[config.mk]
export PLATFORM = sky130hd
export DESIGN_NAME = fetch_stage
export DESIGN_NICKNAME = d
export VERILOG_FILES = /design/src/rtl/cpu_pkg.sv /design/src/rtl/fetch_stage_pc_register.sv /design/src/rtl/fetch_stage.sv
export SDC_FILE = /design/constraint.sdc
export NUM_CORES = 1
export LEC_CHECK = 0
export ABC_AREA = 1
export CAP_MARGIN = 20
export CORE_ASPECT_RATIO = 0.75
export CORE_MARGIN = 8
export CORE_UTILIZATION = 40
export CTS_BUF_LIST = sky130_fd_sc_hd__clkbuf_4
export DETAILED_ROUTE_END_ITERATION = 7
export PLACE_DENSITY = 0.77
export RECOVER_POWER = 100
export SLEW_MARGIN = 40
export SYNTH_ARGS = -nofsm -noshare
export SYNTH_HDL_FRONTEND = slang
export SYNTH_SLANG_ARGS = --single-unit
[constraint.sdc]
create_clock -name Clk -period 1.3 [get_ports Clk]
set_input_delay 0.195 -clock Clk [delete_from_list [all_inputs] [get_ports Clk]]
set_output_delay 0.195 -clock Clk [all_outputs]
set_load 0.05 [all_outputs]
[src/rtl/cpu_pkg.sv]
// Shared definitions for the pipelined MIPS core.
// Used by the fetch stage, the decode stage and the hazard unit.
package cpu_pkg;

  localparam int unsigned INSTR_W = 32;
  localparam int unsigned ADDR_W  = 32;

  // All-zero word decodes as sll $0,$0,0, the architectural NOP
  localparam logic [INSTR_W-1:0] NOP_INSTR = 32'h0000_0000;

  localparam logic [ADDR_W-1:0] DEFAULT_RESET_PC = 32'h0000_0000;
  localparam int unsigned       DEFAULT_PC_STEP  = 4;

  // Instruction fetches are word aligned, so the two low address bits are
  // simply dropped rather than trapped as a misalignment
  function automatic logic [ADDR_W-1:0] wordAlign(input logic [ADDR_W-1:0] addr);
    return addr & ~ADDR_W'(3);
  endfunction

endpackage

[src/rtl/fetch_stage_pc_register.sv]
// Program counter for the fetch stage.
// Holds the PC, its reset value, and the next-PC priority selection
// (reset, redirect, stall, sequential increment).
module pc_register
  import cpu_pkg::*;
#(
  parameter logic [ADDR_W-1:0] RESET_PC = DEFAULT_RESET_PC,
  parameter int unsigned       PC_STEP  = DEFAULT_PC_STEP
) (
  input  logic              clk_i,
  input  logic              reset_i,
  input  logic              stall_i,
  input  logic              redirect_i,
  input  logic [ADDR_W-1:0] redirectPc_i,
  output logic [ADDR_W-1:0] pc_o,
  output logic [ADDR_W-1:0] pcPlusStep_o
);

  logic [ADDR_W-1:0] pc_q;
  logic [ADDR_W-1:0] pc_d;
  logic [ADDR_W-1:0] pcPlusStep;

  // Sequential address; the add wraps naturally at 2^32 with no carry out
  assign pcPlusStep = pc_q + ADDR_W'(PC_STEP);

  // A resolved branch beats a stall: the stalled younger fetch is wrong-path
  // anyway, so there is nothing worth holding the PC for
  always_comb begin
    pc_d = pcPlusStep;
    if (redirect_i) begin
      pc_d = wordAlign(redirectPc_i);
    end else if (stall_i) begin
      pc_d = pc_q;
    end
  end

  // PC register with synchronous reset taking priority over everything
  always_ff @(posedge clk_i) begin
    if (reset_i) begin
      pc_q <= RESET_PC;
    end else begin
      pc_q <= pc_d;
    end
  end

  assign pc_o         = pc_q;
  assign pcPlusStep_o = pcPlusStep;

endmodule

[src/rtl/fetch_stage.sv]
// Instruction-fetch stage of the 5-stage MIPS pipeline.
// Drives the instruction-memory address from the PC, and captures the fetched
// word plus its return address into the IF/ID pipeline register.
// Build option: define DELAY_SLOT_EN to keep the branch delay-slot instruction
// on a redirect instead of squashing it. Port list is the same either way.
module fetch_stage
  import cpu_pkg::*;
#(
  parameter logic [ADDR_W-1:0] RESET_PC = DEFAULT_RESET_PC,
  parameter int unsigned       PC_STEP  = DEFAULT_PC_STEP
) (
  input  logic               Clk,
  input  logic               Reset,
  input  logic               Stall,
  input  logic               Redirect,
  input  logic [ADDR_W-1:0]  RedirectPC,
  input  logic               Flush,
  input  logic [INSTR_W-1:0] ImemData,
  output logic [ADDR_W-1:0]  ImemAddr,
  output logic [ADDR_W-1:0]  PC,
  output logic [INSTR_W-1:0] IFID_Instruction,
  output logic [ADDR_W-1:0]  IFID_PCPlus4,
  output logic               IFID_Valid
);

  logic [ADDR_W-1:0]  pc;
  logic [ADDR_W-1:0]  pcPlusStep;

  logic [INSTR_W-1:0] instr_q;
  logic [INSTR_W-1:0] instr_d;
  logic [ADDR_W-1:0]  pcPlus4_q;
  logic [ADDR_W-1:0]  pcPlus4_d;
  logic               valid_q;
  logic               valid_d;

  pc_register #(
    .RESET_PC (RESET_PC),
    .PC_STEP  (PC_STEP)
  ) u_pcRegister (
    .clk_i        (Clk),
    .reset_i      (Reset),
    .stall_i      (Stall),
    .redirect_i   (Redirect),
    .redirectPc_i (RedirectPC),
    .pc_o         (pc),
    .pcPlusStep_o (pcPlusStep)
  );

  // IF/ID next state: flush, then redirect handling, then stall, then load the
  // word that memory is returning for the current PC this cycle
  always_comb begin
    instr_d   = instr_q;
    pcPlus4_d = pcPlus4_q;
    valid_d   = valid_q;
    if (Flush) begin
      instr_d   = NOP_INSTR;
      pcPlus4_d = '0;
      valid_d   = 1'b0;
    end else if (Redirect) begin
`ifdef DELAY_SLOT_EN
      // The word after the branch is the architectural delay slot and must
      // execute, even if the hazard unit asked for a stall this cycle
      instr_d   = ImemData;
      pcPlus4_d = pcPlusStep;
      valid_d   = 1'b1;
`else
      // No delay slot: the word being fetched is wrong-path, turn it into a bubble
      instr_d   = NOP_INSTR;
      pcPlus4_d = '0;
      valid_d   = 1'b0;
`endif
    end else if (!Stall) begin
      instr_d   = ImemData;
      pcPlus4_d = pcPlusStep;
      valid_d   = 1'b1;
    end
  end

  // IF/ID pipeline register; reset leaves a bubble holding a NOP
  always_ff @(posedge Clk) begin
    if (Reset) begin
      instr_q   <= NOP_INSTR;
      pcPlus4_q <= '0;
      valid_q   <= 1'b0;
    end else begin
      instr_q   <= instr_d;
      pcPlus4_q <= pcPlus4_d;
      valid_q   <= valid_d;
    end
  end

  assign ImemAddr         = pc;
  assign PC               = pc;
  assign IFID_Instruction = instr_q;
  assign IFID_PCPlus4     = pcPlus4_q;
  assign IFID_Valid       = valid_q;

endmodule

==> flow_metrics.py <==
metrics = {
    "cells_and_area": {
        "layout-drive-gt1-share_pct": 41.2,
        "multi_input_area_um2": 2480,
        "area_growth_pct": 88.6,
        "layout_commonest_cell": "nand2_1",
        "seqCellArea_um2": 1960,
        "layout_common_cells": "215 x nand2_1, 129 x buf_12, 64 x clkdlybuf4s50_1",
        "fillCellCount": 744,
        "diodes": 0,
        "stdcell_count": 1064,
        "final_net_count": 967,
        "finish.instance_area_um2": 8940,
    },
    "clock_tree": {
        "htreeDepth": 3,
        "path_clk_slew_ns": 0.15,
        "clockRootBuffer": "clkbuf_4",
        "cts_buffers": 9,
        "holdBufCountCts": 0,
        "cts_buffer_depth": 2,
        "cts_tree": "done",
        "clk_latency_ns": 0.45,
        "clock-sinks": 93,
    },
    "global_routing": {
        "use_met1_pct": 27.8,
        "grt_pass1_vias": 5281,
        "grt_busiest_layer": "met2",
        "track_usage_pct": 22.6,
        "antenna_found_initial": 1,
        "grt_start_max_net_pins": 55,
        "grt.overflow.total": 0,
        "grt_pass1_wl_um": 27900,
        "grtUsageMet2_pct": 37.9,
        "met3_usage_pct": 7.75,
    },
    "critical_path": {
        "critPathKind": "flip-flop to flip-flop",
        "cp.arrival_ns": 1.97,
        "cp-start-kind": "flip-flop",
        "r2r_slack_ns": -0.30,
        "worstPathRequired_ns": 1.67,
        "cp-end-kind": "flip-flop",
        "critPathMaxFanout": 6,
    },
    "floorplan": {
        "die_width_um": 142,
        "rows": 34,
        "dieArea_um2": 15600,
        "die_h_um": 110,
        "core_region_area_um2": 11600,
        "start_util_pct": 41.0,
        "ios": 198,
    },
    "sta": {
        "report.final.slew_viol_count": 0,
        "hold_viol_final": 0,
        "clock_skew_ns": 0.0216,
        "setup_slack_ns": -0.301,
        "fin_crit_sh_pct": 123,
        "fmax_mhz": 624,
        "rsz0062_at_grt": "true",
        "finalCriticalPeriod_ns": 1.60,
        "finalSetupViolCount": 71,
    },
    "flow_run": {
        "maxCapViolations": 0,
    },
    "routing": {
        "route.detailed.drc": 0,
        "wl_per_cell_um": 18.3,
        "viasPerCell": 5.21,
        "vias": 5545,
        "drtIter0Drc": 571,
        "routed_wl_um": 19500,
        "drtPass1Iterations": 5,
        "antenna_left": 0,
    },
    "yosys": {
        "synth_top_area_share_pct": 39.3,
        "syn_inst": 671,
        "ys_types": 30,
        "synth.cell_area_um2": 4740,
        "synth_area_leaders": "dfxtp_1 39%, nand2_1 18%, buf_4 5.9%",
        "ys_ff_latch": 93,
        "ys_seq_area_share_pct": 39.3,
        "syn_area_per_cell_um2": 7.07,
        "yosys_warnings": 0,
        "synth_top_area_cell": "dfxtp_1",
    },
    "outcome": {
        "outcome": "complete, but fails checks",
        "violations": "negative setup slack",
    },
    "placement": {
        "place_area_um2": 8280,
        "dp_hpwl_um": 13400,
        "placedCellCount": 1024,
        "gp_congestion": 0.916,
        "port_buffers": 189,
    },
    "min_path": {
        "hp-class": "input port to flip-flop",
    },
    "power": {
        "max-vdd-ir-drop_mv": 0.564,
        "powerDensity_nw_per_um2": 787,
        "leakagePower_nw": 3.46,
    },
}
==> cell usage after synthesis <==
cell      instances
nand2_2           8
nand2_1         227
o21ai_2           4
nand4_1           1
o21ai_1          11
a21oi_1          42
inv_1            40
clkbuf_1         17
nor2_4            9
buf_4            37
or2_2             2
xor2_1            3
a21oi_2          24
or2_1             1
o21ai_0          39
dfxtp_1          93
a31oi_1           3
and2_1            2
nor2_2            6
buf_2             5
nand2_4           2
buf_6             7
nand3_2           5
inv_2             5
conb_1            1
ha_1              1
nand3_1          38
o211ai_1          1
clkbuf_8          1
nor2_1           36
==> final cells by class <==
cell class,instances,share of cell area (%)
clock buffer,11,0.924
clock inverter,5,0.868
inverter,45,1.89
multi-input combinational,471,27.8
sequential,93,22.0
tap,162,2.27
timing repair buffer,277,44.3
==> worst max-delay path, cell delays in order, from the launching register on <==
cell and delay [ns]:
dfxtp_4 0.40, ha_4 0.15, nand2_4 0.06, nor2_4 0.15, nand2_4 0.13, buf_4 0.16
o21ai_2 0.14, nand3_2 0.14, o21ai_1 0.19
==> repair_timing <==
item / 4_1_cts / 5_1_grt
setup buffers: 21 / 14
setup endpoints to repair: 109 / 115
resized for setup: 47 / 51
pin swaps: 31 / 31
gates cloned: 0 / 0
==> report_power, final <==
group	switching [mW]	internal, mW	total [mW]
Combinational	1.16	1.03	2.19
Sequential	0.111	2.92	3.03
Clock	0.986	0.820	1.81
Total	2.26	4.77	7.03
==> state kept, by name, summed over array words and instances (netlist names) <==
register           count
IFID_Valid             1
u_pcRegister.pc_o     30
IFID_PCPlus4          30
IFID_Instruction      32
==> through the flow <==
stage / hold slack [ns] / utilization, % / total power, mW / setup TNS, ns / setup WS [ns]
3_3_place_gp: 0.481 / 71.5 / 5.09 / -24.72 / -0.320
4_1_cts: 0.201 / 75.8 / 6.98 / -5.69 / -0.191
6_report: 0.223 / 77.3 / 7.03 / -9.57 / -0.301
5_1_grt: 0.192 / 77.3 / 7.27 / -12.88 / -0.317
2_1_floorplan: 0.328 / - / 4.09 / -1.93 / -0.134
3_5_place_dp: 0.484 / 71.5 / 5.12 / -26.69 / -0.368
==> kinds of logic (layout without fill, tap and decap cells) <==
| family | count (synthesis) | in the layout | share of synthesized area, % |
|---|---|---|---|
| AOI/OAI and AO/OA | 124 | 124 | 15.4 |
| and+or+nand+nor | 337 | 337 | 31.1 |
| DFF | 93 | 93 | 39.3 |
| adders and majority gates | 1 | 1 | 0.264 |
| other | 1 | 6 | 0.0791 |
| buffers and inverters | 112 | 338 | 13.2 |
| xor gates and xnor gates | 3 | 3 | 0.554 |
==> worst paths after layout <==
path                            cells after the start                    end                 start
worst min-delay path                                4       IFID_PCPlus4[17]                 Stall
worst min register to register                      2   IFID_Instruction[19]  IFID_Instruction[19]
worst max-delay path                                8  u_pcRegister.pc_o[18]  u_pcRegister.pc_o[3]
worst max register to register                      8  u_pcRegister.pc_o[18]  u_pcRegister.pc_o[3]
==> layer usage <==
metal,routed length [um],vias to the layer above
met4,426,2
met3,2120,57
met5,12,-
met2,9290,363
li1,-,2544
met1,7660,2579
Power figures use the tool's default switching activity.
